==> src/rtl/state_dump_engine_pkg.sv <==
// Shared encodings for the state dump engine: record kinds and FSM states.
package state_dump_pkg;

  localparam logic [1:0] KIND_HDR = 2'd0;
  localparam logic [1:0] KIND_REG = 2'd1;
  localparam logic [1:0] KIND_MEM = 2'd2;
  localparam logic [1:0] KIND_TRL = 2'd3;

  typedef enum logic [2:0] {
    S_IDLE,
    S_HDR,
    S_REG,
    S_MEM,
    S_TRL
  } state_t;

endpackage

==> src/rtl/state_dump_engine_if.sv <==
// Read port into regfile/memory plus the valid/ready record stream of the dump engine.
interface state_dump_if #(
  parameter int DATA_W = 32,
  parameter int IDX_W  = 8
) ();

  logic              rd_sel;
  logic [IDX_W-1:0]  rd_addr;
  logic [DATA_W-1:0] rd_data;

  logic              out_valid;
  logic              out_ready;
  logic [1:0]        out_kind;
  logic [IDX_W-1:0]  out_idx;
  logic [DATA_W-1:0] out_data;
  logic              out_last;

  modport master (
    output rd_sel, rd_addr, out_valid, out_kind, out_idx, out_data, out_last,
    input  rd_data, out_ready
  );

  modport slave (
    input  rd_sel, rd_addr, out_valid, out_kind, out_idx, out_data, out_last,
    output rd_data, out_ready
  );

endinterface

==> src/rtl/state_dump_engine_dump_out_stage.sv <==
// Output record register: loads when empty or when the sink takes the current record.
module dump_out_stage
  import state_dump_pkg::*;
#(
  parameter int DATA_W = 32,
  parameter int IDX_W  = 8
) (
  input  logic              clk,
  input  logic              rst,
  input  logic              push,
  input  logic [1:0]        in_kind,
  input  logic [IDX_W-1:0]  in_idx,
  input  logic [DATA_W-1:0] in_data,
  input  logic              in_last,
  input  logic              out_ready,
  output logic              load_en,
  output logic              out_valid,
  output logic [1:0]        out_kind,
  output logic [IDX_W-1:0]  out_idx,
  output logic [DATA_W-1:0] out_data,
  output logic              out_last
);

  assign load_en = !out_valid || out_ready;

  // A load with push=0 drains the register; payload is kept so idle outputs stay quiet.
  always_ff @(posedge clk) begin
    if (rst) begin
      out_valid <= 1'b0;
      out_kind  <= KIND_HDR;
      out_idx   <= '0;
      out_data  <= '0;
      out_last  <= 1'b0;
    end else if (load_en) begin
      out_valid <= push;
      if (push) begin
        out_kind <= in_kind;
        out_idx  <= in_idx;
        out_data <= in_data;
        out_last <= in_last;
      end
    end
  end

endmodule

==> src/rtl/state_dump_engine.sv <==
// Snapshot engine: freezes the core and streams header, regfile, memory and trailer records.
// Optional SKIP_ZERO_EN: entries reading zero are not emitted (index still advances).
module state_dump_engine
  import state_dump_pkg::*;
#(
  parameter int DATA_W = 32,
  parameter int REG_N  = 32,
  parameter int MEM_N  = 32,
  parameter int IDX_W  = 8,
  parameter int TS_W   = 32
) (
  input  logic clk,
  input  logic rst,
  input  logic start,
  output logic hold,
  output logic busy,
  output logic overrun,
  state_dump_if.master dif
);

  state_t            state_q, state_d;
  logic [TS_W-1:0]   ts_q;
  logic [DATA_W-1:0] rec_q;
  logic [IDX_W-1:0]  idx_q;

  logic              load_en, reg_ph, mem_ph, idx_end, trl_in, trl_hs, acc, entry_ok;
  logic              push, ld_last;
  logic [1:0]        ld_kind;
  logic [IDX_W-1:0]  ld_idx;
  logic [DATA_W-1:0] ld_data;

  logic              o_vld, o_last;
  logic [1:0]        o_kind;
  logic [IDX_W-1:0]  o_idx;
  logic [DATA_W-1:0] o_data;

  // HDR state already has the header in the output register; next load is REG entry 0.
  assign reg_ph  = (state_q == S_HDR) || (state_q == S_REG);
  assign mem_ph  = (state_q == S_MEM);
  assign idx_end = reg_ph ? (idx_q == IDX_W'(REG_N - 1)) : (idx_q == IDX_W'(MEM_N - 1));
  assign trl_in  = (state_q == S_TRL) && o_vld && o_last;
  assign trl_hs  = trl_in && dif.out_ready;
  assign acc     = start && ((state_q == S_IDLE) || trl_hs);

`ifdef SKIP_ZERO_EN
  assign entry_ok = (dif.rd_data != '0);
`else
  assign entry_ok = 1'b1;
`endif

  always_ff @(posedge clk) begin
    if (rst) state_q <= S_IDLE;
    else     state_q <= state_d;
  end

  always_comb begin
    state_d = state_q;
    case (state_q)
      S_IDLE:       if (start)   state_d = S_HDR;
      S_HDR, S_REG: if (load_en) state_d = idx_end ? S_MEM : S_REG;
      S_MEM:        if (load_en && idx_end) state_d = S_TRL;
      S_TRL:        if (trl_hs)  state_d = start ? S_HDR : S_IDLE;
      default:                   state_d = S_IDLE;
    endcase
  end

  always_comb begin
    push    = 1'b0;
    ld_kind = KIND_HDR;
    ld_idx  = '0;
    ld_data = '0;
    ld_last = 1'b0;
    if (acc) begin
      push    = 1'b1;
      ld_data = DATA_W'(ts_q);
    end else if (reg_ph || mem_ph) begin
      push    = entry_ok;
      ld_kind = mem_ph ? KIND_MEM : KIND_REG;
      ld_idx  = idx_q;
      ld_data = dif.rd_data;
    end else if ((state_q == S_TRL) && !trl_in) begin
      push    = 1'b1;
      ld_kind = KIND_TRL;
      ld_data = rec_q;
      ld_last = 1'b1;
    end
  end

  assign busy        = (state_q != S_IDLE);
  assign hold        = busy;
  assign dif.rd_sel  = mem_ph;
  assign dif.rd_addr = idx_q;

  // rec_q counts records already loaded, header included; it becomes the trailer payload.
  always_ff @(posedge clk) begin
    if (rst) begin
      ts_q    <= '0;
      idx_q   <= '0;
      rec_q   <= '0;
      overrun <= 1'b0;
    end else begin
      ts_q <= ts_q + 1'b1;
      if (start && busy && !trl_hs) overrun <= 1'b1;
      if (acc) begin
        idx_q <= '0;
        rec_q <= DATA_W'(1);
      end else if ((reg_ph || mem_ph) && load_en) begin
        idx_q <= idx_end ? '0 : idx_q + 1'b1;
        if (push && (rec_q != '1)) rec_q <= rec_q + 1'b1;
      end
    end
  end

  dump_out_stage #(
    .DATA_W (DATA_W),
    .IDX_W  (IDX_W)
  ) u_out (
    .clk       (clk),
    .rst       (rst),
    .push      (push),
    .in_kind   (ld_kind),
    .in_idx    (ld_idx),
    .in_data   (ld_data),
    .in_last   (ld_last),
    .out_ready (dif.out_ready),
    .load_en   (load_en),
    .out_valid (o_vld),
    .out_kind  (o_kind),
    .out_idx   (o_idx),
    .out_data  (o_data),
    .out_last  (o_last)
  );

  assign dif.out_valid = o_vld;
  assign dif.out_kind  = o_kind;
  assign dif.out_idx   = o_idx;
  assign dif.out_data  = o_data;
  assign dif.out_last  = o_last;

endmodule

==> src/flat_wrapper.sv <==
// flat-port wrapper written by rule: the top's interface ports become plain ports
module state_dump_engine_flat import state_dump_pkg::*;
#(
  parameter int DATA_W = 32,
  parameter int REG_N  = 32,
  parameter int MEM_N  = 32,
  parameter int IDX_W  = 8,
  parameter int TS_W   = 32
)
  (clk, rst, start, hold, busy, overrun, dif_rd_sel, dif_rd_addr, dif_out_valid, dif_out_kind, dif_out_idx, dif_out_data, dif_out_last, dif_rd_data, dif_out_ready);
  state_dump_if #(.DATA_W(DATA_W), .IDX_W(IDX_W)) dif_i ();
  input  logic clk;
  input  logic rst;
  input  logic start;
  output logic hold;
  output logic busy;
  output logic overrun;
  output wire logic [$bits(dif_i.rd_sel)-1:0] dif_rd_sel;
  output wire logic [$bits(dif_i.rd_addr)-1:0] dif_rd_addr;
  output wire logic [$bits(dif_i.out_valid)-1:0] dif_out_valid;
  output wire logic [$bits(dif_i.out_kind)-1:0] dif_out_kind;
  output wire logic [$bits(dif_i.out_idx)-1:0] dif_out_idx;
  output wire logic [$bits(dif_i.out_data)-1:0] dif_out_data;
  output wire logic [$bits(dif_i.out_last)-1:0] dif_out_last;
  input wire logic [$bits(dif_i.rd_data)-1:0] dif_rd_data;
  input wire logic [$bits(dif_i.out_ready)-1:0] dif_out_ready;
  assign dif_rd_sel = dif_i.rd_sel;
  assign dif_rd_addr = dif_i.rd_addr;
  assign dif_out_valid = dif_i.out_valid;
  assign dif_out_kind = dif_i.out_kind;
  assign dif_out_idx = dif_i.out_idx;
  assign dif_out_data = dif_i.out_data;
  assign dif_out_last = dif_i.out_last;
  assign dif_i.rd_data = dif_rd_data;
  assign dif_i.out_ready = dif_out_ready;
  state_dump_engine #(.DATA_W(DATA_W), .REG_N(REG_N), .MEM_N(MEM_N), .IDX_W(IDX_W), .TS_W(TS_W)) u_core (.clk(clk), .rst(rst), .start(start), .hold(hold), .busy(busy), .overrun(overrun), .dif(dif_i));
endmodule
==> config.mk <==
export PLATFORM = sky130hd
export DESIGN_NAME = state_dump_engine_flat
export DESIGN_NICKNAME = d
export VERILOG_FILES = /design/src/rtl/state_dump_engine_pkg.sv /design/src/rtl/state_dump_engine_if.sv /design/src/rtl/state_dump_engine_dump_out_stage.sv /design/src/rtl/state_dump_engine.sv /design/src/flat_wrapper.sv
export SDC_FILE = /design/constraint.sdc
export NUM_CORES = 1
export LEC_CHECK = 0
export CORE_ASPECT_RATIO = 0.75
export CORE_MARGIN = 2
export CORE_UTILIZATION = 43
export DETAILED_ROUTE_END_ITERATION = 16
export GPL_ROUTABILITY_DRIVEN = 1
export HOLD_SLACK_MARGIN = 0.1
export PLACE_DENSITY = 0.77
export SLEW_MARGIN = 10
export SYNTH_ARGS = -nofsm -noshare
export SYNTH_HDL_FRONTEND = slang
export SYNTH_SLANG_ARGS = --single-unit
export TNS_END_PERCENT = 10
==> constraint.sdc <==
create_clock -name clk -period 2.6 [get_ports clk]
set_input_delay 0.78 -clock clk [delete_from_list [all_inputs] [get_ports clk]]
set_output_delay 0.78 -clock clk [all_outputs]
set_load 0.01 [all_outputs]
Yosys cells after proc, flatten, opt, wreduce, memory -nomap -nowiden
Cells that the tools add are included.
{ "word_totals": {"register_bits": 120, "inputBits": 36, "elab_cells": 76, "out_inout_bits": 56} }
{ "classes": {"muxes": 25, "reduce_logical": 27, "add_sub_neg": 3, "eq_ne": 10} }
{ "ops": {"columns": ["operator", "count"], "rows": [
  ["32-bit 2-to-1 mux", 3],
  ["32-bit by 1-bit adder with 32-bit output, second input constant", 2],
  ["32-bit inequality test, second input constant", 1],
  ["8-bit 2-to-1 mux", 3],
  ["3-bit 2-to-1 mux", 4],
  ["3-bit case mux with 4 select lines", 1],
  ["1-bit logical AND", 10],
  ["1-bit 2-to-1 mux", 10],
  ["8-bit by 1-bit adder with 8-bit output, second input constant", 1],
  ["8-bit by 5-bit equality test with 1-bit output, second input constant", 1],
  ["2-bit 2-to-1 mux", 4],
  ["3-bit by 2-bit equality test with 1-bit output, second input constant", 2],
  ["2-bit AND reduction", 3],
  ["1-bit logical OR", 4],
  ["2-bit by 1-bit inequality test with 1-bit output, second input constant", 2],
  ["2-bit inequality test, second input constant", 2],
  ["4-bit AND reduction", 1],
  ["2-bit nonzero test", 2],
  ["2-bit OR reduction", 2],
  ["3-bit by 1-bit equality test with 1-bit output, second input constant", 1],
  ["3-bit equality test, second input constant", 1],
  ["1-bit logical NOT", 3],
  ["3-bit logical NOT", 1],
  ["3-bit nonzero test", 1]
]} }

Longest topological paths before layout
Gate-level depths: netlist of the first run.
{ "depth": {"depth_word": 12, "depth_mapped": 9, "mapped_depth_nobuf": 6} }

Hierarchy
Synthesis of the first run repeated with hierarchy kept, for this count alone.
{ "unflattened": {"cells_unflattened": 738, "area_unflattened_um2": 6256.0} }
{ "modules_own_cells": {"columns": ["mod", "n_inst", "area_each_um2", "cells_per_inst"], "rows": [
  ["state_dump_engine", 1, 4236.6, 537],
  ["dump_out_stage", 1, 2019.4, 201]
]} }

Worst setup path before layout of the first run
Ideal clock, no wire load.
{ "synth_timing": {"path_type": "input -> register", "start": "input port dif_out_ready", "end": "register u_core.rec_q[2]", "n_path_buf": 3, "arrival_time_ns": 2.033, "required_ns": 2.530, "setup_ns": 0.070, "cell_stages": 8, "setup_slack_ns": 0.497, "cell_sequence": "nor2b_1 clkbuf_2 nor2_1 buf_2 buf_1 nand2_1 or3_1 a21oi_1"} }
{ "synth_via": {"elab_chain_len": 6} }
{ "synth_rtl": {"columns": ["item", "line_no", "rtl"], "rows": [
  ["start: declaration", "flat_wrapper.sv:26", "input wire logic [$bits(dif_i.out_ready)-1:0] dif_out_ready;"],
  ["1-bit logical AND", "state_dump_engine.sv:42", "assign trl_hs = trl_in && dif.out_ready;"],
  ["1-bit logical OR", "state_dump_engine.sv:43", "assign acc = start && ((state_q == S_IDLE) || trl_hs);"],
  ["1-bit logical AND", "state_dump_engine.sv:43", null],
  ["1-bit 2-to-1 mux", "state_dump_engine.sv:73", "if (acc) begin"],
  ["1-bit logical AND", "state_dump_engine.sv:109", "if (push && (rec_q != '1)) rec_q <= rec_q + 1'b1;"],
  ["2-bit AND reduction (no source line)", null, null],
  ["end signal: assignment", "state_dump_engine.sv:109", null],
  ["end: declaration", "state_dump_engine.sv:23", "logic [DATA_W-1:0] rec_q;"]
]} }
Parallel ways exist; a longest one is shown, timed or not.
A chain may end at the register's enable or synchronous reset.

Worst setup path after layout of the first run
{ "layout_timing": {"start": "register u_core.state_q[2]", "end": "output port busy"} }
{ "layout_via": {"elab_chain_len": 1} }
{ "layout_rtl": {"columns": ["item", "line_no", "rtl"], "rows": [
  ["start: declaration", "state_dump_engine.sv:21", "state_t state_q, state_d;"],
  ["start signal: assignment", "state_dump_engine.sv:53", "else state_q <= state_d;"],
  ["3-bit nonzero test", "state_dump_engine.sv:89", "assign busy = (state_q != S_IDLE);"],
  ["end: declaration", "flat_wrapper.sv:16", "output logic busy;"]
]} }
No other way between the ends.

==> results by group, run 1 <==
Run status
  – Status: finished clean

Power and ir drop
  – Combinational cell fraction of total power: 0.333
  – Internal power: a little under 5 mW
  – Clock network fraction of total power: 0.345
  – Net load switching power: 2.42 mW
  – Power Dens Cells: just under 1000 nW/µm²
  – Flop pwr share: 0.322
  – Lkg Pwr: 2.50 nW
  – Worst vdd ir: roughly 0.55 mV
  – Sw Share: 0.332

Critical path
  – Startpoint Class: flop
  – Top Family by Delay on Critical Path: buffers and inverters
  – Crit path max fanout: 12
  – Worst endpoint required time: approximately 1.8 ns
  – Reg2Reg Setup Slack: approximately 0.40 ns
  – WP buf/inv: 1
  – CP Capture Type: output port
  – Slowest CP cell: clkdlybuf4s50_1
  – Slowest cell delay on critical path: 0.49 ns
  – Kind of critical path: reg2out
  – WP data arrival: 1.74 ns
  – Worst-path cell chain: or3_4 -> clkdlybuf4s50_1

Synth
  – Synth Net Count: around 700
  – Mux cell area share after synthesis: 0.00351
  – Syn_area_per_cell: 8.48 µm²
  – Post-Syn Instances: around 670
  – #FFs+latches synth: between 100 and 150
  – Post-Synth Adder-Cell Area: 0.00658
  – Synth warn: 0
  – Sequential element share of the synthesized area: 0.421
  – Xor and xnor area share after synthesis: 0.0476
  – Yosys top cell by area: dfxtp_1
  – Number of flops mapped to enable cells by yosys: 0
  – Largest family of logic cells by synthesized area: simple AND/OR/NAND/NOR gates
  – Yosys cell types: 62
  – Top-area cell type share of the netlist area: 0.421
  – Top_reg_cell synth: dfxtp_1
  – Async set-reset flop share out of synthesis: 0
  – Synth Area in Simple Gates: 0.263
  – Compound-cell area share of the yosys netlist: 0.207
  – Mapped Area: 5710 µm²
  – Synth area leaders: dfxtp_1 (42%), nor2_1 (5.9%), a211oi_1 (4.5%), nand2_1 (3.7%), a21oi_1 (3.2%)

Timing
  – F_max: about 400 MHz
  – Setup TNS: 0 ns
  – Post-route setup slack: between 0.07 and 0.08 ns
  – Worst-margin pin slew: roughly 0.58 ns
  – Final hold violations: 0
  – Final min period: between 2 and 3 ns
  – Final Max Slew Viols: 0
  – Unrepaired setup endpoints after global routing: no
  – Final hold slack: 0.464 ns
  – Tcrit/Tclk final: 0.970
  – Relative slew slack: 0.615
  – Setup Skew: 0.00780 ns
  – Endpoints failing setup: 0

Routing
  – Vias per inst: 6.14
  – Final wirelength: 18.0 mm
  – Routed vias: ~5800
  – First DRT Iteration DRCs: 899
  – Antenna Nets Post-Route: 0
  – Drt wl/cell: 19.0 µm
  – DRC violations left: 0
  – Pre-antenna DRT Iters: 8

Clocking
  – Clk buf depth: 2
  – Clock Latency Late Sink: 0.42 ns
  – CTS tree: built
  – Post-CTS Setup Bufs: 0
  – CTS Hold Bufs: 0
  – CTS clk-pin slew, worst paths: 0.06 ns
  – Root buffer cell: clkbuf_16
  – Total CTS buffers: 17
  – Num Clock Sinks: 120
  – H-tree Lvls: 4

Hold path
  – Worst Hold Class: reg2reg

Final layout
  – Nets: 801
  – Fillers: ~1100
  – P&R area growth vs syn: 31.6%
  – # diodes: 0
  – Final cell count without fillers: 945
  – Layout cells sized above 1: 0.0969

Placed design
  – Port bufs: 91
  – GP Congestion: 0.882
  – Post-placement setup slack: -0.131 ns
  – Placed insts: between 900 and 1000
  – Dpl hpwl: 12.8 mm

Global routing
  – Global-route wire length before repair: 28.4 mm
  – Total gr overflow: 0
  – Pin count of the biggest net entering global routing: 52
  – Vias in the first global route: 5389
  – Total global-route track usage: 0.254
  – Initial antenna violation count: 0

Floorplan
  – Die width: 137 µm
  – Die Y: 104 µm
  – I/O pin total: 92
  – Die ar.: 14200 µm²
  – Core Rows: 36
  – Core area: 13000 µm²
  – Initial core utilization: 0.440

Run
  – Max cap viols: 0
[logic make-up (layout without fill, tap and decap cells)]
family / count (synthesis) / count (layout)
and+or+nand+nor: 291 / 291
AOI/OAI and AO/OA: 164 / 164
DFF: 120 / 120
buffers and inverters: 62 / 163
xor gates and xnor gates: 31 / 31
adders and majority gates: 3 / 3
muxes: 2 / 2
[Yosys cell counts (all sizes together) (6+ instances only)]
master	n
nor3	11
o21ai	23
buf	28
o31ai	10
nand3	21
and2	6
a21oi	37
xor2	13
inv	12
nor2	89
and4	10
a211oi	35
a22o	7
nor4	10
nand4	27
and3	12
nand2	56
a221oi	15
or3	22
or4	14
clkbuf	22
dfxtp	120
xnor2	18
a222oi	18
[registers in the layout (all words and copies together) (netlist names), 2 cells and up]
register	count
u_core.rec_q	32
u_core.ts_q	32
u_core.u_out.out_data	32
u_core.dif.rd_addr	8
u_core.u_out.out_idx	8
u_core.state_q	3
u_core.u_out.out_kind	2
[cells in the final DEF (no fill, tap or decap), drive strengths merged, types with 11 or more instances in the layout]
cell and n:
nor2 89, nand2 56, or4 14, a211oi 35
a222oi 18, nand3 21, a221oi 15, xor2 13
o21ai 23, clkbuf 20, nand4 27, inv 13
or3 22, a21oi 37, dfxtp 120, clkdlybuf4s50 90
nor3 11, buf 30, and3 12, xnor2 18
[through the flow]
| stage | power [mW] | util | cell area, µm² |
|---|---|---|---|
| floorplan | 3.69 | - | 5710 |
| global placement | 4.68 | 0.529 | 6860 |
| detailed placement | 4.76 | 0.529 | 6860 |
| CTS | 7.27 | 0.578 | 7500 |
| global route | 7.64 | 0.579 | 7510 |
| finish | 7.30 | 0.579 | 7510 |
[metal layers]
metal | track usage | vias up | share of wire
li1 | - | 2707 | -
met1 | 0.360 | 2726 | 0.42
met2 | 0.381 | 343 | 0.44
met3 | 0.0602 | 23 | 0.12
met4 | 0.0758 | 0 | 0.016
met5 | 0 | - | 0
[final timing paths]
kind | cells after the start | startpoint | endpoint
setup / recovery | 2 | u_core.state_q[2] | busy
hold / removal | 1 | u_core.ts_q[0] | u_core.ts_q[0]
setup reg to reg | 6 | u_core.rec_q[14] | u_core.rec_q[29]
hold reg to reg | 1 | u_core.ts_q[0] | u_core.ts_q[0]
[power groups by stage]
stage	combinational [mW]	clock, mW	sequential, mW
after CTS	2.41	2.52	2.34
after global routing	2.64	2.61	2.38
final	2.43	2.52	2.35
after detailed placement	2.38	0	2.37
after floorplan	1.29	0	2.40
after global placement	2.33	0	2.36
[timing repair]
action / CTS / global route
endpoints found under the setup margin: 3 / 3
pin swaps: 0 / 0
gates resized for setup: 4 / 3
[cell type report]
class | instances | area [µm²] | share of cell area
Inverter | 12 | 45.0 | 0.00600
Timing Repair Buffer | 120 | 1170 | 0.156
Clock buffer | 20 | 457 | 0.0608
Multi-Input combinational cell | 491 | 3040 | 0.405
Clock inverter | 11 | 171 | 0.0228
Sequential cell | 120 | 2410 | 0.321
Tap cell | 171 | 214 | 0.0285
Power figures use the tool's default switching activity.
==> run 2, diff against run 1 <==
--- a/config.mk
+++ b/config.mk
@@ -5,7 +5,7 @@
 export SDC_FILE = /design/constraint.sdc
 export NUM_CORES = 1
 export LEC_CHECK = 0
-export CORE_ASPECT_RATIO = 0.75
+export CAP_MARGIN = 30
 export CORE_MARGIN = 2
 export CORE_UTILIZATION = 43
 export DETAILED_ROUTE_END_ITERATION = 16
==> results by group, run 2 (same netlist as run 1, synthesis figures left out) <==
Power and ir drop
  – Power Dens Cells: 977 nW/µm²
  – Internal power: 5.01 mW
  – Combinational cell fraction of total power: 0.333
  – Lkg Pwr: between 2 and 3 nW
  – Overall power: 7.37 mW
  – Worst vdd ir: ~0.54 mV
  – Net load switching power: between 2 and 2.5 mW
  – Sw Share: 0.320
  – Flop pwr share: 0.317
  – Clock network fraction of total power: 0.350

Global routing
  – Initial antenna violation count: 0
  – Pin count of the biggest net entering global routing: 77
  – Vias in the first global route: between 5000 and 6000
  – Total global-route track usage: 0.236
  – Total gr overflow: 0
  – Global-route wire length before repair: 26.8 mm

Final layout
  – Fillers: around 1100
  – Layout cells sized above 1: 0.0991
  – Most common cell after layout, fill and taps aside: dfxtp_1
  – Finished Cell Area: 7550 µm²
  – Largest registers: u_core.rec_q x32, u_core.ts_q x32, u_core.u_out.out_data x32
  – # diodes: 0
  – P&R area growth vs syn: 32.3%
  – Commonest cells after routing, fill and taps aside: dfxtp_1 (118), clkdlybuf4s50_1 (90), nor2_1 (88), nand2_1 (56), a21oi_1 (37)
  – Nets: 803

Clocking
  – Num Clock Sinks: between 100 and 150
  – Clock Latency Late Sink: 0.41 ns
  – CTS tree: built
  – Total CTS buffers: 17
  – CTS clk-pin slew, worst paths: roughly 0.050 ns
  – CTS Hold Bufs: 0
  – Post-CTS Setup Bufs: 0
  – Root buffer cell: clkbuf_16
  – Clk buf depth: 2
  – H-tree Lvls: 4

Critical path
  – Startpoint Class: flop
  – Crit path max fanout: 8
  – Worst endpoint required time: 1.82 ns
  – WP data arrival: approximately 1.8 ns
  – Kind of critical path: reg2out
  – CP Capture Type: output port

Run
  – Max cap viols: 0

Floorplan
  – Initial core utilization: 0.436
  – I/O pin total: 92
  – Core Rows: 42
  – Die width: 119 µm
  – Die Y: 119 µm
  – Die ar.: 14200 µm²
  – Core area: 13100 µm²

Routing
  – First DRT Iteration DRCs: roughly 600
  – Antenna Nets Post-Route: 0
  – Drt wl/cell: approximately 17 µm
  – DRC violations left: 0
  – Pre-antenna DRT Iters: 6
  – Final wirelength: 16.6 mm
  – Vias per inst: between 5 and 6
  – Routed vias: 5668

Placed design
  – Area post-placement: 6880 µm²
  – Dpl hpwl: 11.9 mm
  – GP Congestion: 0.932
  – Port bufs: 91
  – Post-placement setup slack: -0.134 ns

Timing
  – Unrepaired setup endpoints after global routing: yes
  – Worst-margin pin slew: about 0.70 ns
  – Setup TNS: 0 ns
  – Final min period: 2.55 ns
  – Final hold slack: 0.468 ns
  – F_max: 392 MHz
  – Final hold violations: 0
  – Tcrit/Tclk final: 0.980
  – Endpoints failing setup: 0
  – Post-route setup slack: about 0.051 ns
  – Setup Skew: between 0.007 and 0.008 ns
  – Relative slew slack: 0.536
  – Final Max Slew Viols: 0

Hold path
  – Worst Hold Class: reg2reg

Run status
  – Status: finished clean
-- run 2: cell types whose count changed in the layout (fill, tap and decap cells not counted), sizes merged --
cell	change
clkbuf	-1
buf	+2
clkinv	+1
bufinv	+1
-- run 2: worst paths after layout --
path | from | endpoint | slack (ns) | cells past startpoint
min | u_core.ts_q[0] | u_core.ts_q[0] | 0.47 | 1
max | u_core.state_q[2] | hold | 0.05 | 2
min reg2reg | u_core.ts_q[0] | u_core.ts_q[0] | 0.47 | 1
max reg2reg | u_core.state_q[2] | u_core.dif.rd_addr[2] | 0.24 | 5
-- run 2: final cells by class --
cell class	count	area, µm²	area share
repair buffers	122	1190	0.157
inverters	12	45.0	0.00597
clock inverters	13	199	0.0264
flip-flops and latches	120	2400	0.319
clock buffers	19	453	0.0600
multi-input cells	491	3040	0.402
well taps	176	220	0.0292
-- run 2: stage by stage --
stage                     instances  utilization
after floorplan                 673            -
after global placement          921        0.526
after detailed placement        921        0.526
after CTS                       953        0.576
after global routing            953        0.577
final                           953        0.577
-- run 2: repair_timing --
item / CTS / global route
setup endpoints to repair: 1 / 3
gates resized for setup: 3 / 2
hold endpoints to repair: 0 / 0
-- run 2: metal layers --
metal / GRT usage / part of all wire
met5: 0 / 0
met4: 0.0930 / 0.021
met2: 0.395 / 0.49
met1: 0.298 / 0.43
met3: 0.0484 / 0.052
-- run 2: worst max-delay path, cell delays in order (launching register included) --
cell             delay [ns]
dfxtp_1                0.41
or3_4                  0.46
clkdlybuf4s50_1        0.49
-- run 2: power by group through the flow --
stage | registers (mW) | clock network, mW | logic [mW]
finish | 2.34 | 2.58 | 2.45
global route | 2.37 | 2.69 | 2.65
CTS | 2.33 | 2.59 | 2.43
detailed placement | 2.36 | 0 | 2.40
global placement | 2.34 | 0 | 2.37
floorplan | 2.40 | 0 | 1.29
